--- config.mk ---
export PLATFORM = sky130hd
export DESIGN_NAME = perf_counter_bank
export DESIGN_NICKNAME = d
export VERILOG_FILES = /design/src/rtl/perf_pkg.sv /design/src/rtl/perf_ctr.sv /design/src/rtl/perf_counter_bank.sv
export SDC_FILE = /design/constraint.sdc
export NUM_CORES = 1
export LEC_CHECK = 0
export CORE_AREA = 2 2 224 226
export CTS_CLUSTER_DIAMETER = 120
export DETAILED_ROUTE_END_ITERATION = 10
export DIE_AREA = 0 0 226 228
export PLACE_DENSITY = 0.51
export SLEW_MARGIN = 25
export SYNTH_ARGS = -nofsm -noshare
export SYNTH_HDL_FRONTEND = slang
export SYNTH_SLANG_ARGS = --single-unit
--- constraint.sdc ---
create_clock -name clk -period 4.6 [get_ports clk]
set_clock_uncertainty 0.05 [all_clocks]
set_input_delay 1.15 -clock clk [delete_from_list [all_inputs] [get_ports clk]]
set_output_delay 1.15 -clock clk [all_outputs]
set_load 0.02 [all_outputs]
--- src/rtl/perf_pkg.sv ---
// Shared types and constants for the performance counter bank.
package perf_pkg;

  typedef enum logic [1:0] {
    RUN  = 2'd0,
    DUMP = 2'd1,
    DONE = 2'd2
  } perf_state_e;

  localparam int PERF_WRAP = 0;
  localparam int PERF_SAT  = 1;

  // Channel assignment used by proc_hier (valid when NUM_CH >= 5).
  localparam int CH_INST  = 1;
  localparam int CH_ICREQ = 2;
  localparam int CH_ICHIT = 3;
  localparam int CH_DCREQ = 4;
  localparam int CH_DCHIT = 5;

endpackage

--- src/rtl/perf_ctr.sv ---
// Single event counter with freeze, synchronous clear and a sticky overflow
// flag; wraps or saturates depending on SAT_MODE.
module perf_ctr
  import perf_pkg::*;
#(
  parameter int CNT_W    = 32,
  parameter int SAT_MODE = PERF_WRAP
) (
  input  logic             clk,
  input  logic             rst_n,
  input  logic             inc,
  input  logic             clr,
  input  logic             frz,
  output logic [CNT_W-1:0] cnt,
  output logic             ovf
);

  localparam logic [CNT_W-1:0] CNT_MAX = '1;

  logic [CNT_W-1:0] cnt_q, cnt_d;
  logic             ovf_q, ovf_d;

  always_comb begin
    cnt_d = cnt_q;
    ovf_d = ovf_q;
    if (clr) begin
      cnt_d = '0;
      ovf_d = 1'b0;
    end else if (inc && !frz) begin
      if (cnt_q == CNT_MAX) begin
        // Saturating counters keep max; wrapping ones roll to zero.
        ovf_d = 1'b1;
        if (SAT_MODE != PERF_SAT) begin
          cnt_d = '0;
        end
      end else begin
        cnt_d = cnt_q + CNT_W'(1);
      end
    end
  end

  always_ff @(posedge clk or negedge rst_n) begin
    if (!rst_n) begin
      cnt_q <= '0;
      ovf_q <= 1'b0;
    end else begin
      cnt_q <= cnt_d;
      ovf_q <= ovf_d;
    end
  end

  assign cnt = cnt_q;
  assign ovf = ovf_q;

endmodule

--- src/rtl/perf_counter_bank.sv ---
// Cycle counter plus NUM_CH event counters, with a polled read port and a
// valid/ready dump stream of all counts once the core halts.
module perf_counter_bank
  import perf_pkg::*;
#(
  parameter int  NUM_CH   = 4,
  parameter int  CNT_W    = 32,
  parameter int  SAT_MODE = PERF_WRAP,
  localparam int IDX_W    = $clog2(NUM_CH + 1)
) (
  input  logic              clk,
  input  logic              rst_n,
  input  logic              enable,
  input  logic              clear,
  input  logic [NUM_CH-1:0] evt,
  input  logic              halt,
  input  logic              rd_req,
  input  logic [IDX_W-1:0]  rd_sel,
  output logic              rd_valid,
  output logic [CNT_W-1:0]  rd_data,
  output logic [NUM_CH:0]   ovf,
  output logic              frozen,
  output logic              dump_valid,
  input  logic              dump_ready,
  output logic [IDX_W-1:0]  dump_idx,
  output logic [CNT_W-1:0]  dump_data,
  output logic              dump_last
);

  localparam logic [IDX_W-1:0] LAST_IDX = IDX_W'(NUM_CH);

  perf_state_e      state_q, state_d;
  logic             halt_q, halt_d;
  logic             halt_rise;
  logic [IDX_W-1:0] dump_idx_q, dump_idx_d;
  logic             rd_valid_q, rd_valid_d;
  logic [CNT_W-1:0] rd_data_q, rd_data_d;
  logic             dump_fire;
  logic [NUM_CH:0]  inc_vec;
  logic [CNT_W-1:0] cnt [NUM_CH+1];

  // Bit 0 is the cycle counter; bits 1..NUM_CH follow the event inputs.
  assign inc_vec   = {evt & {NUM_CH{enable}}, enable};
  assign halt_d    = halt;
  assign halt_rise = halt & ~halt_q;
  assign dump_fire = dump_valid & dump_ready;

  for (genvar gi = 0; gi <= NUM_CH; gi++) begin : g_ctr
    perf_ctr #(
      .CNT_W   (CNT_W),
      .SAT_MODE(SAT_MODE)
    ) u_ctr (
      .clk  (clk),
      .rst_n(rst_n),
      .inc  (inc_vec[gi]),
      .clr  (clear),
      .frz  (frozen),
      .cnt  (cnt[gi]),
      .ovf  (ovf[gi])
    );
  end

  always_ff @(posedge clk or negedge rst_n) begin
    if (!rst_n) begin
      state_q <= RUN;
    end else begin
      state_q <= state_d;
    end
  end

  always_comb begin
    state_d = state_q;
    case (state_q)
      RUN:     if (halt_rise) state_d = DUMP;
      DUMP:    if (dump_fire && dump_last) state_d = DONE;
      DONE:    state_d = DONE;
      default: state_d = RUN;
    endcase
    if (clear) begin
      state_d = RUN;
    end
  end

  always_comb begin
    frozen     = (state_q != RUN);
    dump_valid = (state_q == DUMP);
    dump_last  = dump_valid && (dump_idx_q == LAST_IDX);
  end

  // Held at zero while running so the first DUMP beat is always index 0.
  always_comb begin
    dump_idx_d = dump_idx_q;
    if (clear || state_q == RUN) begin
      dump_idx_d = '0;
    end else if (dump_fire && !dump_last) begin
      dump_idx_d = dump_idx_q + IDX_W'(1);
    end
  end

  always_comb begin
    rd_valid_d = rd_req;
    rd_data_d  = rd_data_q;
    if (rd_req) begin
      if (rd_sel <= LAST_IDX) begin
        rd_data_d = cnt[rd_sel];
      end else begin
        rd_data_d = '0;
      end
    end
  end

  always_ff @(posedge clk or negedge rst_n) begin
    if (!rst_n) begin
      halt_q     <= 1'b0;
      dump_idx_q <= '0;
      rd_valid_q <= 1'b0;
      rd_data_q  <= '0;
    end else begin
      halt_q     <= halt_d;
      dump_idx_q <= dump_idx_d;
      rd_valid_q <= rd_valid_d;
      rd_data_q  <= rd_data_d;
    end
  end

  assign rd_valid  = rd_valid_q;
  assign rd_data   = rd_data_q;
  assign dump_idx  = dump_idx_q;
  assign dump_data = cnt[dump_idx_q];

endmodule

==> impl_metrics.toml <==
[routing]
wl_per_cell_um = 18.9
vias = 10033
ant_nets = 0
drc_errors = 0
first_iter_violations = 764
totalWireLength_um = 38400
first_pass_iters = 5
via_per_inst = 4.95

[power_and_ir_drop]
clockPowerShare = 0.435
seqPwrFrac = 0.449
internal-power_mw = 3.08
p_per_area_nw_per_um2 = 287
switchingPower_mw = 1.11
netSwitchingFraction = 0.264
p_comb_frac = 0.116
peakVddDrop_mv = 0.213
power.static_leakage_nw = 5.55
p_total_mw = 4.19

[cts]
postCtsResizedCells = 0
cts.reportedPaths.clkPinSlew_ns = 0.06
cts_htree_levels = 1
clock_latency_ns = 0.52
cts-buffers-inserted = 23
cts_root_buf = "clkbuf_16"
clock_path_buffers = 3
cts_tree = "built"
post_cts_buffers = 0
clock-sinks = 204
cts.hold.buffers_added = 0

[synthesis]
yosysMostFrequentCell = "nor2_1"
ys_async_sr_fraction = 1.00
avgSynthCellArea_um2 = 9.57
syn_nets = 1296
yosys_register_bits = 204
synth_flop_cell = "dfrtp_1"
synth_commonest_cells = "nor2_1, dfrtp_1, nand2_1, xor2_1, nand3_1"
yosys-top-cells-area = "dfrtp_1, mux4_2, nor2_1, xor2_1, xnor2_1"
synth_cell_types = 50
synth_edf_count = 0
synth_top_area_share = 0.419
yosysTopAreaCell = "dfrtp_1"
yosysSeqAreaShare = 0.419
synth_warnings = 0
synthCells = 1272
synth_area_um2 = 12200

[critical_path]
start_kind = "flop"
rr_worst_depth = 6
reg2reg_from = "state_q[0]"
cp_max_fo = 20
end_kind = "output port"
crit_type = "reg2out"
reg2reg_to = "g_ctr[3].u_ctr.cnt[16]"
cp.required_ns = 3.40
cp.arrival_ns = 2.94
rrSetupSlack_ns = 1.53

[layout]
num-nets-final = 1365
final_cells = 2028
areaGrowthSynthToFinish_pct = 19.8
nFillCells = 5172
layout-drive-gt1-share = 0.115
antenna-diode-count = 0

[floorplanning]
die_area_um2 = 51500
initial_core_util = 0.247
coreArea_um2 = 49300
rows = 82
dieWidth_um = 226
dieHeight_um = 228
pin_count = 90

[placement]
portBuffers = 89
dpl.cell_count = 1987
place_congestion = 0.925
dp_hpwl_um = 28700

[sta]
worst_pin_slew_ns = 1.01
max_freq_mhz = 242
whs_ns = 0.449
drv_slew = 0
rsz0062_at_grt = "no"
setup_violations = 0
period_minus_slack_ns = 4.14
hold_viol_final = 0
period_share = 0.900
fin_tns_setup_ns = 0
slew_headroom = 0.317

[min_path]
hold_depth = 2
min_to = "rd_data[26]"
hold_class = "reg2reg"
hold_start = "rd_data[26]"

[global_route]
grt_max_degree = 117
grtUsageTotal = 0.150
grt.overflow.total = 0
grt_pass1_vias = 9954
grt_pass1_wl_um = 59800
antenna_found_initial = 0

[outcome]
status = "finished clean"

[job]
maxCapViolations = 0
==> power by group through the flow <==
stage	clock, mW	sequential (mW)	combinational, mW
global route	1.95	1.89	0.538
finish	1.82	1.88	0.487
global placement	0	1.91	0.486
floorplan	0	1.92	0.257
detailed placement	0	1.91	0.491
CTS	1.89	1.88	0.491
==> per-stage QoR <==
step                      setup WS [ns]   util  area, um2
after floorplan                    1.52      -      12200
after global placement            0.708  0.280      13800
after detailed placement          0.726  0.280      13800
after CTS                         0.382  0.295      14600
after global routing              0.296  0.295      14600
final                             0.461  0.295      14600
==> cell type report <==
| class | instances | area, um2 | share of cell area |
|---|---|---|---|
| clock inverter | 6 | 55.1 | 0.00378 |
| tap | 672 | 841 | 0.0577 |
| timing repair buffer | 124 | 1190 | 0.0814 |
| clock buffer | 34 | 677 | 0.0464 |
| multi-input combinational | 926 | 6480 | 0.445 |
| inverter | 62 | 233 | 0.0160 |
| sequential | 204 | 5110 | 0.350 |
==> worst max-delay path by stage <==
stage	from	end	slack, ns	cells after the start
finish	dump_idx[0]	dump_data[21]	0.46	5
global route	dump_idx[0]	dump_data[21]	0.30	5
CTS	dump_idx[0]	dump_data[21]	0.38	5
detailed placement	enable	g_ctr[3].u_ctr.cnt[12]	0.73	5
global placement	enable	g_ctr[3].u_ctr.cnt[10]	0.71	5
floorplan	dump_idx[0]	dump_data[14]	1.52	5
==> sequential cells by signal, indices dropped and copies added, names as in the netlist <==
| name | flops |
|---|---|
| halt_q | 1 |
| state_q | 2 |
| g_ctr.u_ctr.ovf | 5 |
| g_ctr.u_ctr.cnt | 160 |
| dump_idx | 3 |
| rd_valid | 1 |
| rd_data | 32 |
==> cell families (layout without fill, tap and decap cells) <==
family | count (synthesis) | after routing | synth area share
compound gates | 115 | 115 | 0.0626
xor+xnor | 141 | 141 | 0.101
fa+ha+maj | 10 | 10 | 0.0103
buf+inv | 142 | 226 | 0.0488
flops | 204 | 204 | 0.419
mux | 65 | 65 | 0.119
simple gates | 595 | 595 | 0.238
==> per-layer routing <==
layer | GRT usage | vias to the layer above | share of wire
li1 | - | 4644 | -
met1 | 0.202 | 5062 | 0.44
met2 | 0.253 | 279 | 0.50
met3 | 0.0176 | 48 | 0.047
met4 | 0.0412 | 0 | 0.022
met5 | 0 | - | 0
==> worst max-delay path: stages, from the launching register on <==
cell and delay (ns):
dfrtp_2 0.77, buf_4 0.34, mux4_2 0.51, inv_1 0.06, o21ai_0 0.13, clkdlybuf4s50_1 0.60
==> layout by cell type, fill, tap and decap left out, types with 5 or more instances in the layout <==
cell	count
and4_1	15
clkbuf_16	23
clkbuf_1	5
nand4_1	63
nor4_1	23
buf_4	33
or3_1	13
clkinv_2	5
xor2_1	88
clkbuf_8	6
a221oi_1	32
dfrtp_1	203
nor2_1	244
xnor2_1	53
ha_1	10
nor3_1	19
and2_1	7
mux4_2	64
a21oi_1	17
o21ai_0	42
clkdlybuf4s50_1	87
and3_1	23
inv_1	60
nor4_2	8
nand2_1	90
nand3_1	70
(Power assumes the default switching activity.)
